**config.mk**
```make
export PLATFORM = sky130hd
export DESIGN_NAME = imem_loader_flat
export DESIGN_NICKNAME = d
export VERILOG_FILES = /design/src/rtl/imem_loader_if.sv /design/src/rtl/imem_loader.sv /design/src/flat_wrapper.sv
export SDC_FILE = /design/constraint.sdc
export NUM_CORES = 1
export LEC_CHECK = 0
export CORE_MARGIN = 1.5
export CORE_UTILIZATION = 40
export DETAILED_ROUTE_END_ITERATION = 6
export GPL_TIMING_DRIVEN = 0
export SYNTH_ARGS = -nofsm -noshare
export SYNTH_HDL_FRONTEND = slang
export SYNTH_SLANG_ARGS = --single-unit
```
**constraint.sdc**
```tcl
create_clock -name clk -period 4.2 [get_ports clk]
set_input_delay 0.84 -clock clk [delete_from_list [all_inputs] [get_ports clk]]
set_output_delay 0.84 -clock clk [all_outputs]
set_load 0.01 [all_outputs]
```
**src/rtl/imem_loader_if.sv**
```systemverilog
// Fetch and program-load bundle for imem_loader.
// master: core/host side; slave: the loader.
interface imem_loader_if #(
  parameter int ADDR_W  = 5,
  parameter int INSTR_W = 14
);
  logic [ADDR_W-1:0]  pc;
  logic [INSTR_W-1:0] instruction;
  logic               ld_start;
  logic               ld_valid;
  logic [7:0]         ld_data;
  logic               ld_last;
  logic               ld_ready;
  logic               core_hold;
  logic               ld_done;
  logic               ld_err;
  logic [ADDR_W:0]    ld_count;

  modport master (
    output pc, ld_start, ld_valid,
    output ld_data, ld_last,
    input  instruction, ld_ready,
    input  core_hold, ld_done,
    input  ld_err, ld_count
  );

  modport slave (
    input  pc, ld_start, ld_valid,
    input  ld_data, ld_last,
    output instruction, ld_ready,
    output core_hold, ld_done,
    output ld_err, ld_count
  );
endinterface

```
**src/rtl/imem_loader.sv**
```systemverilog
// Instruction store with run-time byte-stream reload.
// Ports: clk, rst (sync, active-high), bus (imem_loader_if.slave).
// Option: IMEM_CHECKSUM_EN adds a trailing XOR checksum byte.
module imem_loader #(
  parameter int DEPTH   = 32,
  parameter int ADDR_W  = 5,
  parameter int INSTR_W = 14
) (
  input logic          clk,
  input logic          rst,
  imem_loader_if.slave bus
);

`ifdef IMEM_CHECKSUM_EN
  typedef enum logic [1:0] {
    IDLE, LOAD_LO, LOAD_HI, CHK
  } state_t;
`else
  typedef enum logic [1:0] {
    IDLE, LOAD_LO, LOAD_HI
  } state_t;
`endif

  logic [INSTR_W-1:0] mem [DEPTH];

  state_t            state;
  state_t            nxt;
  logic [ADDR_W-1:0] addr;
  logic [ADDR_W:0]   count;
  logic [7:0]        lo;
  logic              done;
  logic              ready;
  logic              wr;
  logic              fin;
  logic              clr;
  logic              last_word;

  assign last_word = bus.ld_last
    | (addr == ADDR_W'(DEPTH - 1));

`ifdef IMEM_CHECKSUM_EN
  logic [7:0] csum;
  logic       err;
  logic       set_err;
`endif

  always_comb begin
    nxt   = state;
    ready = 1'b0;
    wr    = 1'b0;
    fin   = 1'b0;
    clr   = 1'b0;
`ifdef IMEM_CHECKSUM_EN
    set_err = 1'b0;
`endif
    unique case (state)
      IDLE: begin
        if (bus.ld_start) begin
          nxt = LOAD_LO;
          clr = 1'b1;
        end
      end
      LOAD_LO: begin
        ready = 1'b1;
        if (bus.ld_valid) nxt = LOAD_HI;
      end
      LOAD_HI: begin
        ready = 1'b1;
        if (bus.ld_valid) begin
          wr = 1'b1;
          if (last_word) begin
`ifdef IMEM_CHECKSUM_EN
            nxt = CHK;
`else
            nxt = IDLE;
            fin = 1'b1;
`endif
          end else begin
            nxt = LOAD_LO;
          end
        end
      end
`ifdef IMEM_CHECKSUM_EN
      // A failed check parks here until a
      // restart; no further bytes are taken.
      CHK: begin
        ready = !err;
        if (bus.ld_start) begin
          nxt = LOAD_LO;
          clr = 1'b1;
        end else if (bus.ld_valid && !err) begin
          if (bus.ld_data == csum) begin
            nxt = IDLE;
            fin = 1'b1;
          end else begin
            set_err = 1'b1;
          end
        end
      end
`endif
      default: nxt = IDLE;
    endcase
  end

  always_ff @(posedge clk) begin
    if (rst) state <= IDLE;
    else     state <= nxt;
  end

  always_ff @(posedge clk) begin
    if (rst) begin
      addr  <= '0;
      count <= '0;
      lo    <= '0;
      done  <= 1'b0;
    end else begin
      done <= fin;
      if (clr) begin
        addr  <= '0;
        count <= '0;
      end
      if (state == LOAD_LO && bus.ld_valid)
        lo <= bus.ld_data;
      if (wr) begin
        addr  <= addr + ADDR_W'(1);
        count <= count + (ADDR_W+1)'(1);
      end
    end
  end

`ifdef IMEM_CHECKSUM_EN
  always_ff @(posedge clk) begin
    if (rst) begin
      csum <= '0;
      err  <= 1'b0;
    end else if (clr) begin
      csum <= '0;
      err  <= 1'b0;
    end else begin
      if (ready && bus.ld_valid
          && state != CHK)
        csum <= csum ^ bus.ld_data;
      if (set_err) err <= 1'b1;
    end
  end
  assign bus.ld_err = err;
`else
  assign bus.ld_err = 1'b0;
`endif

  // Store has no reset so a reset mid-load
  // keeps the words already written.
  always_ff @(posedge clk) begin
    if (wr && !rst)
      mem[addr] <= {bus.ld_data[INSTR_W-9:0], lo};
  end

  assign bus.ld_ready    = ready;
  assign bus.core_hold   = (state != IDLE);
  assign bus.ld_done     = done;
  assign bus.ld_count    = count;
  assign bus.instruction = (state != IDLE)
    ? '0 : mem[bus.pc];

endmodule
```
**src/flat_wrapper.sv**
```systemverilog
// flat-port wrapper written by rule: the top's interface ports become plain ports
module imem_loader_flat 
#(
  parameter int DEPTH   = 32,
  parameter int ADDR_W  = 5,
  parameter int INSTR_W = 14
)
  (clk, rst, bus_pc, bus_ld_start, bus_ld_valid, bus_ld_data, bus_ld_last, bus_instruction, bus_ld_ready, bus_core_hold, bus_ld_done, bus_ld_err, bus_ld_count);
  imem_loader_if #(.ADDR_W(ADDR_W), .INSTR_W(INSTR_W)) bus_i ();
  input logic clk;
  input logic rst;
  input wire logic [$bits(bus_i.pc)-1:0] bus_pc;
  input wire logic [$bits(bus_i.ld_start)-1:0] bus_ld_start;
  input wire logic [$bits(bus_i.ld_valid)-1:0] bus_ld_valid;
  input wire logic [$bits(bus_i.ld_data)-1:0] bus_ld_data;
  input wire logic [$bits(bus_i.ld_last)-1:0] bus_ld_last;
  output wire logic [$bits(bus_i.instruction)-1:0] bus_instruction;
  output wire logic [$bits(bus_i.ld_ready)-1:0] bus_ld_ready;
  output wire logic [$bits(bus_i.core_hold)-1:0] bus_core_hold;
  output wire logic [$bits(bus_i.ld_done)-1:0] bus_ld_done;
  output wire logic [$bits(bus_i.ld_err)-1:0] bus_ld_err;
  output wire logic [$bits(bus_i.ld_count)-1:0] bus_ld_count;
  assign bus_i.pc = bus_pc;
  assign bus_i.ld_start = bus_ld_start;
  assign bus_i.ld_valid = bus_ld_valid;
  assign bus_i.ld_data = bus_ld_data;
  assign bus_i.ld_last = bus_ld_last;
  assign bus_instruction = bus_i.instruction;
  assign bus_ld_ready = bus_i.ld_ready;
  assign bus_core_hold = bus_i.core_hold;
  assign bus_ld_done = bus_i.ld_done;
  assign bus_ld_err = bus_i.ld_err;
  assign bus_ld_count = bus_i.ld_count;
  imem_loader #(.DEPTH(DEPTH), .ADDR_W(ADDR_W), .INSTR_W(INSTR_W)) u_core (.clk(clk), .rst(rst), .bus(bus_i));
endmodule
```
==> metrics.md <==
| Metric | Value |
|---|---|
| Hold WS | 495 ps |
| Net Count, Synth | 927 |
| First-pass GRT wire length | 62.3 mm |
| GRT overflow | 0 |
| CP max FO | 10 |
| Power per cell area | 488 mW/mm^2 |
| Antenna viol nets, final | 0 |
| Outcome | completed |
| Synth Flop Type | edfxtp_1 |
| Final Worst Setup Slack | 25.3 ps |
| Slew headroom | 0.0721 |
| Slowest CP cell | clkdlybuf4s50_1 |
| CP Cell Sequence | clkdlybuf4s50_1 -> clkbuf_2 -> nand2b_1 -> buf_2 -> o221ai_1 -> a31oi_1 -> clkdlybuf4s50_1 |
| CP peak stage delay | 600 ps |
| Aggregate global-route resource usage | 0.184 |
| Top-count cell post-synth | edfxtp_1 |
| Crit path max-delay family | buffers and inverters |
| Final wirelength | 43.0 mm |
| Nets@finish | 1021 |
| Area Overhead vs Synth | 15.2% |
| Crit path time final | 4170 ps |
| 1st-iter DRT viols | 995 |
| Peak supply drop | 0.357 mV |
| Dominant cell type by area after synthesis | edfxtp_1 |
| Core box area | 0.0455 mm^2 |
| Mapped Area | 0.0184 mm^2 |
| IO Port Bufs | 37 |
| WP data required | 3360 ps |
| Clock slew at reported path FFs | 60 ps |
| Yosys warning count | 0 |
| Largest cells by area after synthesis | edfxtp_1 73%, mux4_2 8.1%, mux4_1 4.6% |
| Vias | 9134 |
| Hpwl dp | 27.1 mm |
| RSZ-0062 raised after global routing | yes |
| Worst skew pair latency | 560 ps |
| Setup CP Type | input pin to primary output |
| Wire per inst | 26.4 um |
| Commonest cells in the netlist | 448 x edfxtp_1, 66 x mux4_2, 51 x nor2_1 |
| Yosys cell types | 37 |
| Most frequent CP cell | clkdlybuf4s50_1 |
| Clock Path Buffers | 3 |
| Largest net degree at the start of global routing | 34 |
| Final cell count without fillers | 1628 |
| Drt drc | 0 |
| Hold Path Class | register to register |
| Tcrit/Tclk final | 0.994 |
| # H-tree levels | 2 |
| Endpoint class of the critical path | primary output |
| Initial Utilization | 0.405 |
| Clock sinks | 470 |
| Die area | 0.0474 mm^2 |
| Slew Limit Fails | 0 |
| Post-Syn Instances | 898 |
| Initial antenna violation count | 1 |
| Vias in the first global route | 9127 |
| Routability-driven placement congestion ratio | 0.953 |
| Max cap viols | 0 |
| Post-CTS Hold Fix Bufs | 0 |
| DP Worst Slack | -284 ps |
| Placed Cells | 1543 |
| Total CTS buffers | 46 |
| Achievable Freq | 240 MHz |
| IO Pins | 42 |
| Width of the die | 218 um |
| Mapped Avg Cell Area | 20.5 um^2 |
| Count of final hold-check violations | 0 |
| Setup Buffers After CTS | 0 |
| Clock skew | 23.9 ps |
| Root cell of the clock tree | clkbuf_16 |
| Sequential element share of the synthesized area | 0.753 |
| Startpoint Class | input pin |
| Rows | 78 |
| CTS tree | done |
| P_leak | 0.00680 uW |
| Overall Power | 10400 uW |
| Number of synthesized flops with an enable pin | 448 |
| TritonRoute pass-1 iters | 5 |
| Slew @ Worst Pin | 1390 ps |
| Yosys reg bits | 470 |
| Async S/R FF share, synth | 0 |
| FILL cells | 3859 |
| Data arrival, critical path | 3330 ps |
| Layout cells sized above 1 | 0.238 |
| ANT cells | 0 |
| Vias/cell | 5.61 |
| Synth top area share | 0.729 |
| Buf/Inv on CP | 4 |
| Setup violators final | 0 |
| Die Y | 218 um |
## worst paths after layout
check	startpoint	end	slack, ps	cells after the start
worst min-delay path	u_core.bus.ld_count[5]	u_core.bus.ld_count[5]	490	2
worst max register to register	u_core.state[0]	u_core.mem[27][7]	1090	6
worst max-delay path	bus_pc[3]	bus_instruction[0]	30	7
worst min register to register	u_core.bus.ld_count[5]	u_core.bus.ld_count[5]	490	2
## cell families (layout without fill, tap and decap cells)
group,Yosys count,count (layout),share of synthesized area
buf+inv,58,188,0.0180
other cells,1,1,0.000203
fa+ha+maj,11,11,0.00746
compound gates,88,88,0.0332
simple gates,111,111,0.0267
xor+xnor,3,3,0.00143
flops,470,470,0.753
mux,156,156,0.160
## power by group
| group | internal (uW) | total, uW | switching (uW) |
|---|---|---|---|
| Sequential | 5220 | 5350 | 126 |
| Combinational | 376 | 945 | 570 |
| Clock | 2390 | 4080 | 1690 |
## worst register-to-register path, stage by stage, from the launching register on
cell     delay [ps]
dfxtp_1         340
inv_1            90
ha_1            220
nand2_1         160
nor2_1          350
nand2_1         400
nor2_1         1160
## sequential cells by signal, summed over array words and instances (netlist names)
register	cells
u_core.addr	5
u_core.bus.ld_done	1
u_core.state	2
u_core.lo	8
u_core.bus.ld_count	6
u_core.mem	448
## metal layers
| metal | up-vias | GRT usage | share of wire |
|---|---|---|---|
| li1 | 3940 | - | - |
| met1 | 4840 | 0.263 | 0.44 |
| met2 | 289 | 0.291 | 0.48 |
| met3 | 65 | 0.0220 | 0.045 |
| met4 | 0 | 0.0662 | 0.033 |
| met5 | - | 0 | 0 |
## what timing repair did
item / CTS / global route
endpoints found under the hold margin: 0 / 0
gates resized for setup: 6 / 4
cloned: 0 / 0
pin swaps: 0 / 0
setup endpoints to repair: 14 / 8
## metrics by stage
| step | utilization | cell area [um^2] | setup TNS, ps |
|---|---|---|---|
| 3_5_place_dp | 0.433 | 19700 | -1980 |
| 5_1_grt | 0.467 | 21300 | -316 |
| 2_1_floorplan | - | 18400 | 0 |
| 6_report | 0.467 | 21300 | 0 |
| 4_1_cts | 0.466 | 21200 | 0 |
| 3_3_place_gp | 0.430 | 19600 | -1950 |
## placed cells by master (no fill, tap or decap), types with 13 or more instances in the layout
cell	n
nor2_1	23
mux2_2	28
clkbuf_16	47
a21oi_1	15
nor2_2	28
dfxtp_1	17
a31oi_1	13
mux2i_1	30
edfxtp_1	448
mux4_2	66
a22oi_1	17
mux4_1	32
nand2_1	27
buf_2	15
o221ai_1	15
clkdlybuf4s50_1	33
clkbuf_1	24
## layout make-up
class                      instances  area [um^2]  share of cell area
multi-input combinational        370         4290               0.202
clock inverter                    24          244              0.0115
clock buffer                      60         1240              0.0586
buffer                            52          319              0.0150
tap                              600          751              0.0353
sequential                       470        13900               0.654
inverter                           6         22.5             0.00106
timing repair buffer              46          478              0.0225
Note: power is estimated with default switching activity, not from simulation.
